$ cat src/rtl/inport_gearbox.sv
`default_nettype none
// ============================================================================
//  Module      : inport_gearbox
//  Description : Packs RATIO narrow valid/ready beats into one OUT_W-bit word
//                for the PHV input port. Beat k of a word lands in bits
//                [OUT_W-1-k*IN_W -: IN_W], so the earliest byte is byte 0 of
//                the PHV word. A packet tail shorter than RATIO beats is
//                zero-padded. io_hold stalls the output register and, once
//                the assembly register is also full, back-pressures the input.
//  Revision    : 1.0  initial release
// ----------------------------------------------------------------------------
//  Ports
//    clock        in   1      rising-edge clock
//    reset        in   1      synchronous, active-high
//    io_in_valid  in   1      input beat valid
//    io_in_ready  out  1      input beat ready (registered)
//    io_in_data   in   IN_W   beat payload, MSB = earliest byte
//    io_in_last   in   1      final beat of the packet
//    io_hold      in   1      downstream stall; word not consumed this cycle
//    io_en        out  1      output word valid
//    io_last      out  1      output word ends the packet
//    io_data      out  OUT_W  assembled word
//    io_pkt_count out  CNT_W  packets fully emitted (wraps)
// ============================================================================
module inport_gearbox #(
   parameter int IN_W  = 256,
   parameter int OUT_W = 1024,
   parameter int CNT_W = 32
) (
   input  logic             clock,
   input  logic             reset,
   input  logic             io_in_valid,
   output logic             io_in_ready,
   input  logic [IN_W-1:0]  io_in_data,
   input  logic             io_in_last,
   input  logic             io_hold,
   output logic             io_en,
   output logic             io_last,
   output logic [OUT_W-1:0] io_data,
   output logic [CNT_W-1:0] io_pkt_count
);

   // IN_W must divide OUT_W; the ratio is derived and cannot be overridden.
   localparam int RATIO = OUT_W / IN_W;
   localparam int BW    = (RATIO > 1) ? $clog2(RATIO) : 1;

   logic [BW-1:0]    r_beat_cnt;
   logic [OUT_W-1:0] r_acc;
   logic             r_acc_last;
   logic             r_acc_full;
   logic             r_o_valid;
   logic             r_o_last;
   logic [OUT_W-1:0] r_o_data;
   logic [CNT_W-1:0] r_pkt_cnt;

   logic             w_accept;
   logic             w_complete;
   logic             w_slot_free;
   logic [OUT_W-1:0] w_acc_next;

   assign w_accept    = io_in_valid & ~r_acc_full;
   assign w_complete  = w_accept & ((r_beat_cnt == BW'(RATIO - 1)) | io_in_last);
   assign w_slot_free = ~r_o_valid | ~io_hold;

   // Next assembly value: earlier lanes keep their beats, the current lane
   // takes the incoming beat, and later lanes are forced to zero. Building the
   // zero padding here means the accumulator never needs an explicit clear.
   for (genvar j = 0; j < RATIO; j++) begin : g_lane
      assign w_acc_next[OUT_W-1-j*IN_W -: IN_W] =
         (BW'(j) == r_beat_cnt) ? io_in_data :
         (BW'(j) <  r_beat_cnt) ? r_acc[OUT_W-1-j*IN_W -: IN_W] :
                                  {IN_W{1'b0}};
   end

   always_ff @(posedge clock) begin
      if (reset) begin
         r_beat_cnt <= '0;
         r_acc      <= '0;
         r_acc_last <= 1'b0;
         r_acc_full <= 1'b0;
         r_o_valid  <= 1'b0;
         r_o_last   <= 1'b0;
         r_o_data   <= '0;
         r_pkt_cnt  <= '0;
      end else begin
         if (r_o_valid & ~io_hold & r_o_last) begin
            r_pkt_cnt <= r_pkt_cnt + CNT_W'(1);
         end

         if (r_acc_full) begin
            // Input is stalled; drain the parked word as soon as the slot opens.
            if (w_slot_free) begin
               r_o_valid  <= 1'b1;
               r_o_last   <= r_acc_last;
               r_o_data   <= r_acc;
               r_acc_full <= 1'b0;
            end
         end else if (w_complete) begin
            r_beat_cnt <= '0;
            if (w_slot_free) begin
               // Bypass the accumulator so the word appears one cycle later.
               r_o_valid <= 1'b1;
               r_o_last  <= io_in_last;
               r_o_data  <= w_acc_next;
            end else begin
               r_acc      <= w_acc_next;
               r_acc_last <= io_in_last;
               r_acc_full <= 1'b1;
            end
         end else begin
            if (w_accept) begin
               r_acc      <= w_acc_next;
               r_beat_cnt <= r_beat_cnt + BW'(1);
            end
            if (w_slot_free) begin
               r_o_valid <= 1'b0;
            end
         end
      end
   end

   assign io_in_ready  = ~r_acc_full;
   assign io_en        = r_o_valid;
   assign io_last      = r_o_last;
   assign io_data      = r_o_data;
   assign io_pkt_count = r_pkt_cnt;

endmodule
`default_nettype wire

$ cat config.mk
export PLATFORM = sky130hd
export DESIGN_NAME = inport_gearbox
export DESIGN_NICKNAME = d
export VERILOG_FILES = /design/src/rtl/inport_gearbox.sv
export SDC_FILE = /design/constraint.sdc
export NUM_CORES = 2
export LEC_CHECK = 0
export ABC_AREA = 1
export CAP_MARGIN = 40
export CORE_AREA = 2 2 520 522
export CTS_CLUSTER_SIZE = 28
export DETAILED_ROUTE_END_ITERATION = 6
export DIE_AREA = 0 0 522 524
export DONT_BUFFER_PORTS = 1
export GPL_TIMING_DRIVEN = 0
export HOLD_SLACK_MARGIN = 0.08
export SYNTH_ARGS = -nofsm -noshare
export SYNTH_HDL_FRONTEND = slang
export SYNTH_SLANG_ARGS = --single-unit
export TNS_END_PERCENT = 5
$ cat constraint.sdc
create_clock -name clock -period 2.6 [get_ports clock]
set_input_delay 0.52 -clock clock [delete_from_list [all_inputs] [get_ports clock]]
set_output_delay 0.52 -clock clock [all_outputs]
set_load 0.005 [all_outputs]
---- After elaboration in Yosys (flattened, before gate mapping) ----
Cells that the tools add are included.
word-level totals
  bits in read-only memories .............. 0
  input bits .............................. 261
  bits in registers ....................... 2086
  bits in latches ......................... 0
  output and inout port bits .............. 1059
  memories ................................ 0
  RAM bits ................................ 0
cells by class
  eq/ne operators ......................... 5
  reductions and logical operators ........ 8
  bitwise gates (word level) .............. 10
  $mul .................................... 0
  divide/modulo/power cells ............... 0
  shifts and indexed selects .............. 0
  muxes and demuxes ....................... 28
  $add $sub $neg .......................... 2
  $lt $le $gt $ge ......................... 4
operators by type and width
  kind                                                                         count
  1024-bit 2-to-1 mux                                                          7
  256-bit 2-to-1 mux                                                           8
  32-bit by 1-bit adder with 32-bit output, second input constant              1
  1-bit 2-to-1 mux                                                             11
  3-bit AND reduction                                                          2
  1-bit AND                                                                    4
  2-bit equality test, first input constant                                    2
  1-bit by 2-bit less-than comparator with 1-bit output, first input constant  2
  2-bit less-than comparator, first input constant                             2
  2-bit 2-to-1 mux                                                             2
  1-bit NOT                                                                    4
  2-bit AND reduction                                                          2
  2-bit nonzero test                                                           2
  3-bit nonzero test                                                           1
  2-bit by 1-bit adder with 2-bit output, second input constant                1
  1-bit by 2-bit equality test with 1-bit output, first input constant         1
  2-bit equality test, second input constant                                   1
  2-bit zero test                                                              1
  2-bit != test, second input constant                                         1
  1-bit bitwise OR                                                             2

---- Depth between registers and ports, before layout ----
  depth in word-level cells ............... 6
  depth in mapped cells ................... 13
  mapped depth without buffers ............ 9

---- Least setup slack after synthesis ----
OpenSTA, ideal clock, no wires.
  path type ............................... register to register
  start ................................... register r_beat_cnt[1]
  end ..................................... register r_o_data[644] (netlist: io_data[644])
  library setup time ...................... 0.070 ns
  required time ........................... 2.530 ns
  stages on the path, launching flop included .. 14
  data arrival time ....................... 2.340 ns
  period minus slack after synthesis ...... 2.410 ns
  setup slack ............................. 0.190 ns
  path through ............................ dfxtp_1 buf_2 clkbuf_1 buf_2 inv_1 ha_1 inv_2 clkbuf_1 buf_1 nand3_1 o21a_1 o21ai_0 nand2_1 a21oi_1
between the ends
  cells in the longest elaborated chain, start to end .. 6
RTL lines
  what                                                   RTL line  text
  from (decl)                                            47        logic [BW-1:0] r_beat_cnt;
  from (signal assigned)                                 113       r_beat_cnt <= r_beat_cnt + BW'(1);
  1-bit by 2-bit less-than comparator with 1-bit output  71        (BW'(j) < r_beat_cnt) ? r_acc[OUT_W-1-j*IN_W -: IN_W] :
  256-bit 2-to-1 mux                                     71
  256-bit 2-to-1 mux                                     70        (BW'(j) == r_beat_cnt) ? io_in_data :
  1024-bit 2-to-1 mux                                    100       if (w_slot_free) begin
  1024-bit 2-to-1 mux                                    98        end else if (w_complete) begin
  1024-bit 2-to-1 mux                                    90        if (r_acc_full) begin
  to (signal assigned)                                   95        r_o_data <= r_acc;
  to (signal assigned)                                   104       r_o_data <= w_acc_next;
  to (decl)                                              53        logic [OUT_W-1:0] r_o_data;
Parallel ways exist; a longest one is shown, timed or not. The select of a mux whose other input is x is not followed.
A chain may end at the register's enable or synchronous reset.

---- Worst setup path in the final report ----
  start ................................... register r_beat_cnt[0]
  end ..................................... register r_o_data[506] (netlist: io_data[506])
between the ends
  cells in the longest elaborated chain, start to end .. 6
RTL lines
  what                        RTL line
  2-bit less-than comparator  71
  256-bit 2-to-1 mux          71
  256-bit 2-to-1 mux          70
  1024-bit 2-to-1 mux         100
  1024-bit 2-to-1 mux         98
  1024-bit 2-to-1 mux         90
Parallel ways exist; a longest one is shown, timed or not. The select of a mux whose other input is x is not followed.

==> reports/summary.txt <==
grt total ovfl -> 0
GPL Wtd Cong -> 0.974
fin. max-slew vios -> 0
adder-cell share of the synthesized area -> 0.0688%
Async SR Flop Fraction -> 0%
global-route wire length before repair -> 614000 um
fillers -> 28100
reg-to-reg critical path startpoint -> r_beat_cnt[0]$_SDFFE_PP0P_
failing checks -> negative setup slack
crit path max fanout -> 10
drt first pass iters -> 6
Placed Instance Area -> 96100 sq um
R2R depth -> 10
multi-input logic area -> 43300 sq um
Synth top area share -> 45.9%
area of the mapped netlist -> 91000 sq um
Seq/Total Area, Yosys -> 45.9%
row cnt -> 190
worst-skew pair later-pin latency -> 0.96 ns
die extent in y -> 524 um
Simple-Gate Fraction of Synth Area -> 19.6%
CTS tree -> built
Reg-to-Reg End -> io_data[506]$_SDFFE_PP0P_
top-count cell post-synth -> nand2_1
Max clock buf depth -> 4
cell area after layout -> 109000 sq um
CTS Buf Count -> 234
Fmax achieved -> 377 MHz
IO Pins -> 1320
IO buf count -> 0
Critical Path AT -> 3.47 ns
flop-to-flop setup slack -> -0.05 ns
Worst Setup EP -> io_data[506]$_SDFFE_PP0P_
fin util -> 40.6%
Synth top cells by count -> nand2_1 (2636), o21ai_0 (2577), dfxtp_1 (2086)
pwr dens -> 746 nW/um^2
Max transition margin -> 35.5%
Synth Area in XOR/XNOR -> 0.0289%
H-tree depth -> 4
largest family of logic cells by synthesized area -> compound AO/OA/AOI/OAI gates
largest net degree at the start of global routing -> 19
die span in x -> 522 um
share of layout cells above drive strength 1 -> 8.69%
Worst-Margin Slew -> 0.967 ns
Worst-path clk slew -> 0.06 ns
RSZ-0062 raised after global routing -> yes
final std cells w/o fill -> 17200
Sink Count -> 2086
Final Net Count -> 13600
Critical Path Sink Type -> register
final hold vios -> 0
core area -> 267000 sq um
number of max-cap violations -> 0
Place WS -> -1.83 ns
initial antenna violation count -> 101
routed len/inst -> 25.5 um
post-synth top area cell -> dfxtp_1
die area -> 274000 sq um
status -> finished, violations left
startpoint types -> register
WS Path Type -> register to register
post-synth cell types -> 24
WP data required -> 3.42 ns
Final setup violation count -> 2
Synth Instances -> 12800
Detail Placement HPWL -> 337000 um
Compound-Gate Fraction of Synth Area -> 27.7%
DRC Markers -> 0
routed wire length -> 439000 um
Max VDD drop -> 698 uV
syn_area_per_cell -> 7.13 sq um
Top FF cell, synth -> dfxtp_1
mux cell area share after synthesis -> 0%
Clock Skews -> 0.0794 ns
final worst path period need -> 2.65 ns
Pleak -> 0.0398 uW
FF+latch count, synth -> 2086
Sequential Area -> 41800 sq um
vias -> 94200
initial core utilization -> 34.0%
crit path launch -> r_beat_cnt[0]$_SDFFE_PP0P_
number of global-route vias before repair -> 85900
final hold slack -> 0.103 ns
CTS root buf -> clkbuf_16
DRT iter0 DRCs -> 10300
Post-synth EDFFs -> 0
routed vias/inst -> 5.48
final setup margin -> -0.0493 ns
YS warnings -> 0
DRT antenna net count -> 0
Area Growth Syn to Fin -> 19.5%
Hold Path Class -> input port to register
Mapped Nets -> 13000
Total GRT Usage -> 30.4%
Area contributors post-synth -> dfxtp_1 (46%), o21ai_0 (14%), nand2_1 (11%)
Tcrit/Tclk final -> 102%
Placed Cells -> 16400
==> worst min-delay path by stage <==
stage / startpoint / end / slack (ns) / cells after the start
finish: io_in_data[255] / r_acc[767]$_SDFFE_PP0P_ / 0.10 / 3
global route: io_in_data[255] / r_acc[511]$_SDFFE_PP0P_ / 0.11 / 3
CTS: io_in_data[255] / r_acc[767]$_SDFFE_PP0P_ / 0.09 / 3
detailed placement: io_data[499]$_SDFFE_PP0P_ / io_data[499]$_SDFFE_PP0P_ / 0.47 / 2
global placement: r_acc_last$_SDFFE_PP0P_ / r_acc_last$_SDFFE_PP0P_ / 0.47 / 2
floorplan: r_acc_last$_SDFFE_PP0P_ / r_acc_last$_SDFFE_PP0P_ / 0.44 / 2
==> cell type report <==
class / instances / area share (%)
Timing Repair Buffer: 324 / 3.25
Multi-Input combinational cell: 9201 / 39.8
Inverter: 308 / 1.10
Antenna cell: 112 / 0.258
Clock buffer: 337 / 6.24
Buffer: 1169 / 5.69
Clock inverter: 99 / 1.14
Tap cell: 3552 / 4.09
Sequential cell: 2086 / 38.4
==> layout by cell type, fill, tap and decap left out, drive strengths merged, types with 8 or more instances in the layout <==
master,netlist,final
nand2,2637,2637
o21ai,2577,2577
dfxtp,2086,2086
nor2,1351,1351
a21oi,1296,1296
clkbuf,748,1060
nand3,548,548
o21a,513,513
buf,421,506
inv,308,316
dlygate4sd3,0,263
a211oi,257,257
diode,0,112
clkinv,0,60
bufinv,0,23
nand4,8,8
clkinvlp,0,8
==> per-layer routing <==
metal	GRT usage (%)	wire, um
met1	36.1	167000
met2	46.1	193000
met3	10.1	48500
met4	21.1	30700
met5	0	119
==> where the power goes <==
part | internal, uW | total, uW | switching [uW]
logic | 3170 | 10000 | 6880
registers | 34000 | 36000 | 1990
clock network | 20300 | 35000 | 14700
==> registers in the layout, indices dropped and copies added (netlist names) <==
register,count
io_data,1024
r_acc_last,1
r_beat_cnt,2
r_acc_full,1
io_pkt_count,32
io_last,1
io_en,1
r_acc,1024
==> logic make-up after synthesis <==
group,count (synthesis)
xor gates and xnor gates,3
buffers and inverters,1477
adders and majority gates,5
AOI/OAI and AO/OA,4644
and+or+nand+nor,4549
DFF,2086
==> critical path, cell delays in order (launching register included) <==
cell and delay (ns):
dfxtp_2 0.34, inv_1 0.09, ha_1 0.23, inv_6 0.12
clkbuf_2 0.29, buf_8 0.24, clkbuf_2 0.22, o21a_1 0.22
o21ai_0 0.47, nand2_1 0.19, a21oi_1 0.15
==> what timing repair did <==
item / CTS / global route
setup buffers: 13 / 4
gates cloned: 1 / 0
hold buffers: 263 / 0
endpoints found under the hold margin: 1492 / 0
pin swaps: 10 / 8
resized for setup: 437 / 381
endpoints found under the setup margin: 2049 / 1030
==> stage by stage <==
stage / TNS (ns) / total power, uW
finish: -0.0689 / 81100
floorplan: 0 / 41500
detailed placement: -2236.96 / 45500
CTS: -2.29 / 81000
global route: -3.60 / 83600
global placement: -3489.88 / 45300
(Power assumes the default switching activity.)
